--- src/rtl/clk_divider_bank_if.sv ---
// Control and status bundle for clk_divider_bank: enable, phase-align strobe,
// divisor load port and the per-channel tick / clk_out / pend outputs.
interface clk_divider_bank_if #(
   parameter int NCH  = 3,
   parameter int DIVW = 18,
   parameter int CHW  = 2
);
   logic            en;
   logic            sync;
   logic            ld;
   logic [CHW-1:0]  ld_ch;
   logic [DIVW-1:0] ld_div;
   logic [NCH-1:0]  tick;
   logic [NCH-1:0]  clk_out;
   logic [NCH-1:0]  pend;

   modport master (
      output en, sync, ld, ld_ch, ld_div,
      input  tick, clk_out, pend
   );

   modport slave (
      input  en, sync, ld, ld_ch, ld_div,
      output tick, clk_out, pend
   );
endinterface

--- src/rtl/clk_divider_bank.sv ---
// Multi-channel integer clock divider: per-channel tick pulse and near-50% clk_out,
// run-time divisor reload applied at the period boundary, and a global phase-align strobe.
module clk_divider_bank #(
   parameter int                  NCH      = 3,
   parameter int                  DIVW     = 18,
   parameter int                  CHW      = 2,
   parameter logic [NCH*DIVW-1:0] DIV_INIT = {18'd65536, 18'd131072, 18'd16384}
) (
   input logic               OCLK,
   input logic               rst,
   clk_divider_bank_if.slave bus
);

   logic [NCH-1:0] tick_v;
   logic [NCH-1:0] clk_v;
   logic [NCH-1:0] pend_v;

   for (genvar c = 0; c < NCH; c++) begin : g_ch
      logic [DIVW-1:0] cnt;
      logic [DIVW-1:0] div;
      logic [DIVW-1:0] nxt;
      logic            pend_r;
      logic            tick_r;
      logic            clk_r;
      logic            hit;
      logic            active;
      logic            wrap;
      logic            load_now;
      logic [DIVW-1:0] cnt_n;
      logic [DIVW-1:0] div_n;

      assign hit      = bus.ld && (bus.ld_ch == CHW'(c));
      assign active   = bus.en && (div != '0);
      // div-1 is only meaningful while active, which already excludes div==0
      assign wrap     = active && (cnt == div - DIVW'(1));
      assign load_now = hit && (div == '0);

      always_comb begin
         cnt_n = cnt;
         div_n = div;
         if (wrap) begin
            cnt_n = '0;
            if (hit) begin
               div_n = bus.ld_div;
            end else if (pend_r) begin
               div_n = nxt;
            end
         end else if (load_now) begin
            cnt_n = '0;
            div_n = bus.ld_div;
         end else if (active) begin
            cnt_n = cnt + DIVW'(1);
         end
      end

      always_ff @(posedge OCLK) begin
         if (!rst) begin
            cnt    <= '0;
            div    <= DIV_INIT[c*DIVW +: DIVW];
            nxt    <= '0;
            pend_r <= 1'b0;
            tick_r <= 1'b0;
            clk_r  <= 1'b0;
         end else if (bus.sync) begin
            cnt    <= '0;
            tick_r <= 1'b0;
            clk_r  <= 1'b0;
            pend_r <= 1'b0;
            if (hit) begin
               div <= bus.ld_div;
               nxt <= bus.ld_div;
            end else if (pend_r) begin
               div <= nxt;
            end
         end else begin
            cnt    <= cnt_n;
            div    <= div_n;
            tick_r <= wrap;
            if (hit) begin
               nxt <= bus.ld_div;
            end
            if (wrap || load_now) begin
               pend_r <= 1'b0;
            end else if (hit) begin
               pend_r <= 1'b1;
            end
            // compare against next-state values so the falling edge lands on the tick
            if (div_n == '0) begin
               clk_r <= 1'b0;
            end else if (active) begin
               clk_r <= (cnt_n >= (div_n >> 1));
            end
         end
      end

      assign tick_v[c] = tick_r;
      assign clk_v[c]  = clk_r;
      assign pend_v[c] = pend_r;
   end

   assign bus.tick    = tick_v;
   assign bus.clk_out = clk_v;
   assign bus.pend    = pend_v;

endmodule

--- src/flat_wrapper.sv ---
// flat-port wrapper written by rule: the top's interface ports become plain ports
module clk_divider_bank_flat 
#(
   parameter int                  NCH      = 3,
   parameter int                  DIVW     = 18,
   parameter int                  CHW      = 2,
   parameter logic [NCH*DIVW-1:0] DIV_INIT = {18'd65536, 18'd131072, 18'd16384}
)
  (OCLK, rst, bus_en, bus_sync, bus_ld, bus_ld_ch, bus_ld_div, bus_tick, bus_clk_out, bus_pend);
  clk_divider_bank_if #(.NCH(NCH), .DIVW(DIVW), .CHW(CHW)) bus_i ();
  input logic OCLK;
  input logic rst;
  input wire logic [$bits(bus_i.en)-1:0] bus_en;
  input wire logic [$bits(bus_i.sync)-1:0] bus_sync;
  input wire logic [$bits(bus_i.ld)-1:0] bus_ld;
  input wire logic [$bits(bus_i.ld_ch)-1:0] bus_ld_ch;
  input wire logic [$bits(bus_i.ld_div)-1:0] bus_ld_div;
  output wire logic [$bits(bus_i.tick)-1:0] bus_tick;
  output wire logic [$bits(bus_i.clk_out)-1:0] bus_clk_out;
  output wire logic [$bits(bus_i.pend)-1:0] bus_pend;
  assign bus_i.en = bus_en;
  assign bus_i.sync = bus_sync;
  assign bus_i.ld = bus_ld;
  assign bus_i.ld_ch = bus_ld_ch;
  assign bus_i.ld_div = bus_ld_div;
  assign bus_tick = bus_i.tick;
  assign bus_clk_out = bus_i.clk_out;
  assign bus_pend = bus_i.pend;
  clk_divider_bank #(.NCH(NCH), .DIVW(DIVW), .CHW(CHW), .DIV_INIT(DIV_INIT)) u_core (.OCLK(OCLK), .rst(rst), .bus(bus_i));
endmodule
--- config.mk ---
export PLATFORM = sky130hd
export DESIGN_NAME = clk_divider_bank_flat
export DESIGN_NICKNAME = d
export VERILOG_FILES = /design/src/rtl/clk_divider_bank_if.sv /design/src/rtl/clk_divider_bank.sv /design/src/flat_wrapper.sv
export SDC_FILE = /design/constraint.sdc
export NUM_CORES = 1
export LEC_CHECK = 0
export ABC_AREA = 1
export BUFFER_PORTS_ARGS = -buffer_cell sky130_fd_sc_hd__buf_4
export CAP_MARGIN = 20
export CORE_MARGIN = 8
export CORE_UTILIZATION = 24
export DETAILED_ROUTE_END_ITERATION = 12
export PLACE_DENSITY_LB_ADDON = 0.15
export RECOVER_POWER = 100
export SYNTH_ARGS = -nofsm -noshare
export SYNTH_HDL_FRONTEND = slang
export SYNTH_SLANG_ARGS = --single-unit
--- constraint.sdc ---
create_clock -name OCLK -period 6 [get_ports OCLK]
set_input_delay 0.3 -clock OCLK [delete_from_list [all_inputs] [get_ports OCLK]]
set_output_delay 0.3 -clock OCLK [all_outputs]
set_load 0.005 [all_outputs]
==> results of run 1 <==
==> cell families after synthesis <==
kind of cell,Yosys count,share of synthesized area
muxes,2,0.00154
and+or+nand+nor,1079,0.366
DFF,171,0.263
buffers and inverters,330,0.103
xor gates and xnor gates,100,0.0691
AOI/OAI and AO/OA,328,0.139
adders and majority gates,60,0.0577
==> cell usage in the layout, fill, tap and decap left out, types with 42 or more instances in the layout <==
cell type	count
xor2_1	58
nand3_1	80
dfxtp_1	171
buf_4	42
inv_1	235
ha_1	60
nand2_1	547
o21ai_0	98
a21oi_1	147
nor3_1	69
nor2_1	260
==> critical path, cell delays in order <==
cell      delay (ns)
clkbuf_1        2.06
nand2_1         1.72
clkbuf_2        0.88
nor2_1          0.56
==> layer usage <==
| layer | GRT usage | wire [um] | up-vias |
|---|---|---|---|
| met5 | 0 | 0 | - |
| met3 | 0.0257 | 1610 | 65 |
| li1 | - | - | 6661 |
| met2 | 0.254 | 22200 | 226 |
| met4 | 0.0552 | 1250 | 0 |
| met1 | 0.202 | 22900 | 6013 |
==> worst paths after layout <==
kind / start / endpoint / slack (ns) / depth (start not counted)
min reg2reg: u_core.g_ch[2].nxt[6] / u_core.g_ch[2].nxt[6] / 0.46 / 2
max: rst / u_core.g_ch[0].tick_r / 0.77 / 4
min: bus_ld_div[16] / u_core.g_ch[0].nxt[16] / 0.14 / 3
max reg2reg: u_core.g_ch[1].div[0] / u_core.g_ch[1].clk_r / 0.86 / 22
==> stage by stage <==
stage	worst slack, ns	power [mW]
after CTS	1.03	3.12
after floorplan	2.67	1.73
after global routing	0.355	3.25
final	0.770	3.06
after global placement	1.00	1.95
after detailed placement	1.02	1.95
==> flip-flops by register name, indices dropped and copies added, names as in the netlist <==
signal	flops
u_core.g_ch.clk_r	3
u_core.g_ch.nxt	54
u_core.g_ch.tick_r	3
u_core.g_ch.cnt	54
u_core.g_ch.div	54
u_core.g_ch.pend_r	3
==> Yosys cell counts (2+ instances only) <==
library cell  instances
nand3_2               2
inv_2                 6
buf_6                 5
o21ai_0              92
nor3_2                4
o22ai_1              27
ha_1                 60
a211oi_1              3
nand2_2              15
nand4_1              33
o21ai_2               2
dfxtp_1             171
o211ai_1             34
buf_1                 4
nor2_2               18
inv_1               236
a31oi_1               5
nand3b_1             41
clkbuf_1             51
nand2_4               2
a21oi_1             147
nor2_1              256
buf_4                14
nor3_1               69
nand3_1              78
xor2_1               58
nor4_1                2
o21ai_1               7
and2_1                2
nor2_4               11
nand2_1             541
o21bai_1              8
buf_2                13
mux2i_1               2
xnor2_1              40
o21a_1                2
nor2_8                2
==> final cells by class <==
| type | count | area (um^2) | area share |
|---|---|---|---|
| multi-input cells | 1569 | 8190 | 0.571 |
| repair buffers | 55 | 373 | 0.0260 |
| flip-flops and latches | 171 | 3420 | 0.239 |
| clock inverters | 12 | 114 | 0.00794 |
| clock buffers | 20 | 457 | 0.0319 |
| inverters | 243 | 912 | 0.0636 |
| well taps | 696 | 871 | 0.0607 |
==> where the power goes <==
group / total, mW / internal, mW / switching, mW
registers: 1.23 / 1.18 / 0.0539
clock network: 1.15 / 0.595 / 0.553
logic: 0.685 / 0.224 / 0.462
total: 3.06 / 1.99 / 1.07
==> impl_metrics.tcl, run 1 <==
set metrics [dict create \
    track_usage 0.154 \
    timing.fmax_mhz 191 \
    design_area_um2 14300 \
    dr.first_iter.drc_count 795 \
    setup_tns_ns 0 \
    clock-sinks 171 \
    critPathLaunchType "primary input" \
    final_antenna_net_count 0 \
    synth-edff-count 0 \
    final_hold_viol_count 0 \
    power_density_nw_per_um2 214 \
    nets 2142 \
    cts_hold_buf 0 \
    violations "capacitance limit, slew limit" \
    synthDistinctLibCells 44 \
    cts.clk_slew.worst_paths_ns 0.07 \
    io_buffers 33 \
    ys_seq_area_frac 0.263 \
    synth_nets 2155 \
    fillCellCount 6037 \
    drc_errors 0 \
    cellLeakagePower_nw 6.55 \
    placed_cell_area_um2 13900 \
    critPathRequiredTime_ns 6.35 \
    async_flop_share 0 \
    min_period_ns 5.23 \
    drv_slew 93 \
    irDropWorstVdd_uv 160 \
    htreeDepth 4 \
    clk_latency_ns 0.49 \
    core_um2 53700 \
    drive_gt1_frac 0.0628 \
    crit_type "in2reg" \
    slew_headroom -0.979 \
    setup_viol 0 \
    yosysTopAreaCell "dfxtp_1" \
    rsz0062_at_grt "no" \
    syn_inst 2070 \
    synth_ff_type "dfxtp_1" \
    yosysWarnings 0 \
    num_antenna_cells 0 \
    crit_arrival_ns 5.58 \
    path_max_fanout 53 \
    post_cts_buffers 0 \
    syn_avg_cell_area_um2 6.28 \
    hold_slack_ns 0.136 \
    instances_no_fill 2766 \
    post-dp-hpwl_um 36900 \
    status "finished, violations left" \
    utilization 0.267 \
    synth_area_leaders "dfxtp_1 (26%), nand2_1 (16%), nor2_1 (7.4%)" \
    period_share 0.872 \
    antenna_found_initial 1 \
    dr_total_vias 13000 \
    routed_via_density 4.69 \
    area_growth_pct 10.3 \
    gr-total-overflow 0 \
    post_cts_resized 0 \
    clock_skew_ns 0.0119 \
    grt_max_degree 102 \
    die_w_um 249 \
    root_buffer "clkbuf_16" \
    die_h_um 249 \
    cts_made_buffers 17 \
    grt_pass1_wl_um 74600 \
    wl_per_cell_um 17.3 \
    placement_rows 85 \
    end_kind "flip-flop" \
    start_util 0.242 \
    io_pins 34 \
    dr.pass1.iters 5 \
    max-cap-violations 2 \
    die_area_um2 61900 \
    cts_tree "yes" \
    dp_cells 2734 \
    routabilityCongestion 0.877 \
    routed_wl_um 47900 \
    netlist_area_um2 13000 \
    clk_path_buf_depth 2 \
    grt_pass1_vias 12500 \
    tightest_slew_ns 2.97 \
    synth_top_area_share 0.263 \
    ys_seq_elements 171 \
    min_path_type "in2reg" \
]
No activity file was read; power rests on OpenSTA's default activity.
==> run 2: changes to the inputs <==
==> constraint.sdc (replaced) <==
create_clock -name OCLK -period 6 [get_ports OCLK]
set_input_delay 0.3 -clock OCLK [delete_from_list [all_inputs] [get_ports OCLK]]
set_output_delay 0.3 -clock OCLK [all_outputs]
set_load 0.02 [all_outputs]
==> run 2 against run 1 <==
- the flow still finishes with violations (capacitance limit, slew limit)
- fmax shrank 0.27%
- combinational power is essentially flat
- global-route usage is the same
- via count grew 0.12%
- sequential cell count is the same
- die area is the same
- critical path depth is the same
- first-iteration DRC count grew 0.75%
- clock power is essentially flat
- count of clock-buffer cells in the layout is the same
- largest cell class unchanged
==> impl_metrics.tcl, run 2 (same netlist as run 1, synthesis figures left out) <==
set metrics [dict create \
    drive_gt1_frac 0.0618 \
    grt_max_degree 102 \
    clk_latency_ns 0.49 \
    slowest_delay_ns 2.05 \
    design_area_um2 14300 \
    hp-start "bus_ld_div[16]" \
    cts_tree "yes" \
    timing.fmax_mhz 191 \
    clock_skew_ns 0.0120 \
    post-dp-hpwl_um 36900 \
    routabilityCongestion 0.877 \
    cts_made_buffers 17 \
    nets 2142 \
    start_util 0.242 \
    setup_viol 0 \
    multi_input_area_um2 8190 \
    dr.pass1.iters 5 \
    instances_no_fill 2766 \
    path_max_fanout 53 \
    reg.largest.list "u_core.g_ch.cnt x54, u_core.g_ch.div x54, u_core.g_ch.nxt x54" \
    cellLeakagePower_nw 6.54 \
    die_w_um 249 \
    gr-total-overflow 0 \
    critPathRequiredTime_ns 6.35 \
    r2r-start "u_core.g_ch[1].div[0]" \
    io_pins 34 \
    min_period_ns 5.24 \
    crit_type "in2reg" \
    routed_wl_um 47900 \
    final_common_cell "nand2_1" \
    num_antenna_cells 0 \
    status "finished, violations left" \
    cp_num_buf_inv 2 \
    wl_per_cell_um 17.3 \
    fillCellCount 6041 \
    slew_headroom -0.968 \
    fin_ws_ns 0.756 \
    hold_depth 3 \
    grt_pass1_vias 12500 \
    die_area_um2 61900 \
    hold_slack_ns 0.135 \
    critPathLaunchType "primary input" \
    path_cells "clkbuf_1 -> nand2_1 -> clkbuf_2 -> nor2_1" \
    area_growth_pct 10.2 \
    core_um2 53700 \
    tightest_slew_ns 2.95 \
    utilization 0.267 \
    post_cts_buffers 0 \
    die_h_um 249 \
    final_antenna_net_count 0 \
    clk_path_buf_depth 2 \
    max-cap-violations 2 \
    dr.first_iter.drc_count 801 \
    rsz0062_at_grt "no" \
    end_kind "flip-flop" \
    track_usage 0.154 \
    placement_rows 85 \
    root_buffer "clkbuf_16" \
    mostFrequentLayoutCells "nand2_1 (547), nor2_1 (260), inv_1 (235)" \
    dp_slack_ns 1.02 \
    post_cts_resized 0 \
    reg2regPathDepth 22 \
    violations "capacitance limit, slew limit" \
    cts.clk_slew.worst_paths_ns 0.07 \
    antenna_found_initial 1 \
    clock-sinks 171 \
    io_buffers 33 \
    drc_errors 0 \
    slowest_stage "clkbuf_1" \
    grt_pass1_wl_um 74600 \
    path_delay_family "buffers and inverters" \
    seq_area_um2 3420 \
    cts_hold_buf 0 \
    setup_tns_ns 0 \
    final_hold_viol_count 0 \
    min_path_type "in2reg" \
    worstHoldEndpoint "u_core.g_ch[0].nxt[16]" \
    dr_total_vias 13000 \
    placed_cell_area_um2 13900 \
    power_density_nw_per_um2 214 \
    rrSetupSlack_ns 0.85 \
    startpoint "rst" \
    routed_via_density 4.69 \
    r2r_end "u_core.g_ch[1].clk_r" \
    p_total_mw 3.06 \
    irDropWorstVdd_uv 159 \
    crit_arrival_ns 5.59 \
    htreeDepth 4 \
    drv_slew 93 \
    period_share 0.874 \
    dp_cells 2734 \
]
==> run 2: cell counts in the layout (fill, tap and decap cells not counted) <==
Identical to the previous run, type by type.
==> run 2: worst min-delay path, delay by kind of cell <==
| kind | cells | cell delay [ns] |
|---|---|---|
| AOI/OAI and AO/OA | 1 | 0.06 |
| buffers and inverters | 1 | 0.13 |
| and+or+nand+nor | 1 | 0.08 |
==> run 2: metal layers <==
metal | routed length (um) | up-vias | track usage
met4 | 1250 | 0 | 0.0552
met3 | 1640 | 65 | 0.0257
met5 | 0 | - | 0
met2 | 22200 | 236 | 0.254
met1 | 22900 | 6017 | 0.202
li1 | - | 6663 | -
==> run 2: how the worst max path moves through the flow <==
stage                     slack (ns)  depth (start not counted)                    end
after floorplan                 2.67                         28   u_core.g_ch[0].clk_r
after global placement          1.00                         27   u_core.g_ch[2].clk_r
after detailed placement        1.02                         27   u_core.g_ch[2].clk_r
after CTS                       1.03                         27   u_core.g_ch[2].clk_r
after global routing            0.35                         22   u_core.g_ch[1].clk_r
final                           0.76                          4  u_core.g_ch[0].tick_r
==> run 2: layout make-up <==
type,instances,area share
Inverter,243,0.0637
Clock buffer,20,0.0319
Multi-Input combinational cell,1569,0.571
Sequential cell,171,0.239
Tap cell,696,0.0608
Timing Repair Buffer,55,0.0255
Clock inverter,12,0.00795
==> run 2: where the power goes <==
group	switching (mW)	internal, mW	total [mW]	leakage (nW)
logic	0.463	0.223	0.686	4.88
clock network	0.553	0.595	1.15	0.269
registers	0.0539	1.18	1.23	1.39
total	1.07	1.99	3.06	6.54
==> run 3: changes to the inputs <==
--- a/config.mk
+++ b/config.mk
@@ -9,8 +9,9 @@
 export BUFFER_PORTS_ARGS = -buffer_cell sky130_fd_sc_hd__buf_4
 export CAP_MARGIN = 20
 export CORE_MARGIN = 8
-export CORE_UTILIZATION = 24
+export CORE_UTILIZATION = 57
 export DETAILED_ROUTE_END_ITERATION = 12
+export HOLD_SLACK_MARGIN = 0.06
 export PLACE_DENSITY_LB_ADDON = 0.15
 export RECOVER_POWER = 100
 export SYNTH_ARGS = -nofsm -noshare
==> run 3 against run 2 <==
- the run still ends with capacitance limit, slew limit left
- core utilization up 34 points
- cell area down 4.0%
- worst hold slack better by 0.056 ns
- total power down 1.6%
- largest cell class unchanged
- highest routed layer unchanged
==> impl_metrics.tcl, run 3 (same netlist as run 1, synthesis figures left out) <==
set metrics [dict create \
    final_hold_viol_count 0 \
    start_util 0.578 \
    r2r_end "u_core.g_ch[1].clk_r" \
    cts_hold_buf 0 \
    post_cts_buffers 0 \
    final_antenna_net_count 0 \
    path_cells "inv_1 -> ha_1 -> nand2_1 -> nor2_1 -> nand2_1 -> nand2_1 -> nand2_2 -> nor2_1 -> nand2_2 -> nor2_4 -> nand2_1 -> o21ai_0 -> ha_1 -> nand2_1 -> o21ai_0 -> nor2_1 -> o21ai_0 -> a21oi_1 -> o21ai_0 -> a21oi_1 -> nand3_1 -> nand2_1 -> nor2_1" \
    core_um2 22500 \
    cellLeakagePower_nw 6.50 \
    post_cts_resized 0 \
    cts_tree "yes" \
    wl_per_cell_um 17.0 \
    die_h_um 167 \
    cts_made_buffers 17 \
    path_max_fanout 25 \
    track_usage 0.278 \
    min_path_type "in2reg" \
    hp-start "bus_sync" \
    crit_type "reg2reg" \
    clock-sinks 171 \
    dr_total_vias 13500 \
    irDropWorstVdd_uv 197 \
    rrSetupSlack_ns 0.90 \
    rsz0062_at_grt "no" \
    critPathRequiredTime_ns 6.34 \
    drive_gt1_frac 0.0582 \
    routed_wl_um 39900 \
    fillCellCount 2215 \
    crit_arrival_ns 5.45 \
    grt_max_degree 102 \
    grt_pass1_wl_um 63200 \
    io_buffers 33 \
    die_area_um2 27900 \
    slew_headroom -0.863 \
    setup_tns_ns 0 \
    drc_errors 0 \
    area_growth_pct 5.80 \
    num_antenna_cells 0 \
    slowest_stage "nand2_1" \
    nets 2133 \
    crit_top_cell "nand2_1" \
    mostFrequentLayoutCells "nand2_1 (546), nor2_1 (262), inv_1 (234)" \
    tightest_slew_ns 2.79 \
    gr-total-overflow 0 \
    die_w_um 167 \
    drv_slew 150 \
    critPathLaunchType "flip-flop" \
    timing.fmax_mhz 196 \
    violations "capacitance limit, slew limit" \
    routabilityCongestion 0.966 \
    period_share 0.850 \
    clk_latency_ns 0.45 \
    antenna_found_initial 0 \
    io_pins 34 \
    worstHoldEndpoint "u_core.g_ch[2].div[16]" \
    dr.first_iter.drc_count 1477 \
    slowest_delay_ns 0.60 \
    min_period_ns 5.10 \
    reg2regPathDepth 23 \
    grt_pass1_vias 12200 \
    final_common_cell "nand2_1" \
    cts.clk_slew.worst_paths_ns 0.08 \
    hold_slack_ns 0.191 \
    routed_via_density 5.74 \
    htreeDepth 4 \
    clk_path_buf_depth 2 \
    clock_skew_ns 0.0146 \
    power_density_nw_per_um2 219 \
    hold_depth 2 \
    setup_viol 0 \
    max-cap-violations 3 \
    status "finished, violations left" \
    post-dp-hpwl_um 30700 \
    dr.pass1.iters 6 \
    placement_rows 55 \
    r2r-start "u_core.g_ch[1].div[0]" \
    root_buffer "clkbuf_16" \
    reg.largest.list "u_core.g_ch.cnt x54, u_core.g_ch.div x54, u_core.g_ch.nxt x54" \
    end_kind "flip-flop" \
]
run 3: cell types whose count changed in the layout (fill, tap and decap cells not counted), moves of 2 or more:
cell        before  now
buf_4           42   34
inv_8            0    6
clkinv_8         0    3
clkinvlp_4       4    1
clkbuf_8         2    0
clkinv_2         2    0
clkinv_4         3    1
inv_6            2    4
nor2_1         260  262
run 3: stage by stage:
stage | area, um^2 | setup WS [ns] | cells | total power [mW] | utilization
5_1_grt | 13800 | 0.523 | 2346 | 3.16 | 0.611
4_1_cts | 13900 | 1.43 | 2346 | 3.03 | 0.617
2_1_floorplan | 13000 | 2.67 | 2070 | 1.74 | -
3_3_place_gp | 13300 | 1.53 | 2314 | 1.91 | 0.590
3_5_place_dp | 13300 | 1.47 | 2314 | 1.92 | 0.590
6_report | 13800 | 0.898 | 2346 | 3.01 | 0.611
run 3: area by class of cell:
type | count | area, um^2 | share of cell area
flip-flops and latches | 171 | 3420 | 0.249
clock inverters | 15 | 168 | 0.0122
inverters | 243 | 912 | 0.0663
well taps | 285 | 357 | 0.0259
multi-input cells | 1569 | 8170 | 0.594
repair buffers | 46 | 300 | 0.0218
clock buffers | 17 | 425 | 0.0309
run 3: worst max-delay path: cells and delay by family (launching register included):
family,cells,cell delay (ns)
buffers and inverters,1,0.19
AND/OR/NAND/NOR,14,2.68
flip-flops,1,0.31
AO/OA/AOI/OAI,6,1.22
adder cells (fa/ha/maj),2,0.59
run 3: per-layer routing:
layer  GRT usage  part of all wire  vias up
met1       0.373              0.45     6205
met5           0                 0        -
li1            -                 -     6673
met2       0.443              0.44      522
met3      0.0508             0.078       61
met4      0.0901             0.026        0
run 3: how the worst max path moves through the flow:
stage	slack, ns	end	from
after CTS	1.43	u_core.g_ch[1].clk_r	u_core.g_ch[1].div[0]
after global placement	1.53	u_core.g_ch[2].clk_r	u_core.g_ch[2].div[0]
after floorplan	2.67	u_core.g_ch[0].clk_r	u_core.g_ch[0].div[0]
after global routing	0.52	u_core.g_ch[1].clk_r	u_core.g_ch[1].div[0]
final	0.90	u_core.g_ch[1].clk_r	u_core.g_ch[1].div[0]
after detailed placement	1.47	u_core.g_ch[1].clk_r	u_core.g_ch[1].div[0]
run 3: where the power goes:
group / leakage, nW / switching, mW / internal, mW
Clock: 0.289 / 0.556 / 0.563
Combinational: 4.81 / 0.440 / 0.220
Sequential: 1.39 / 0.0604 / 1.18
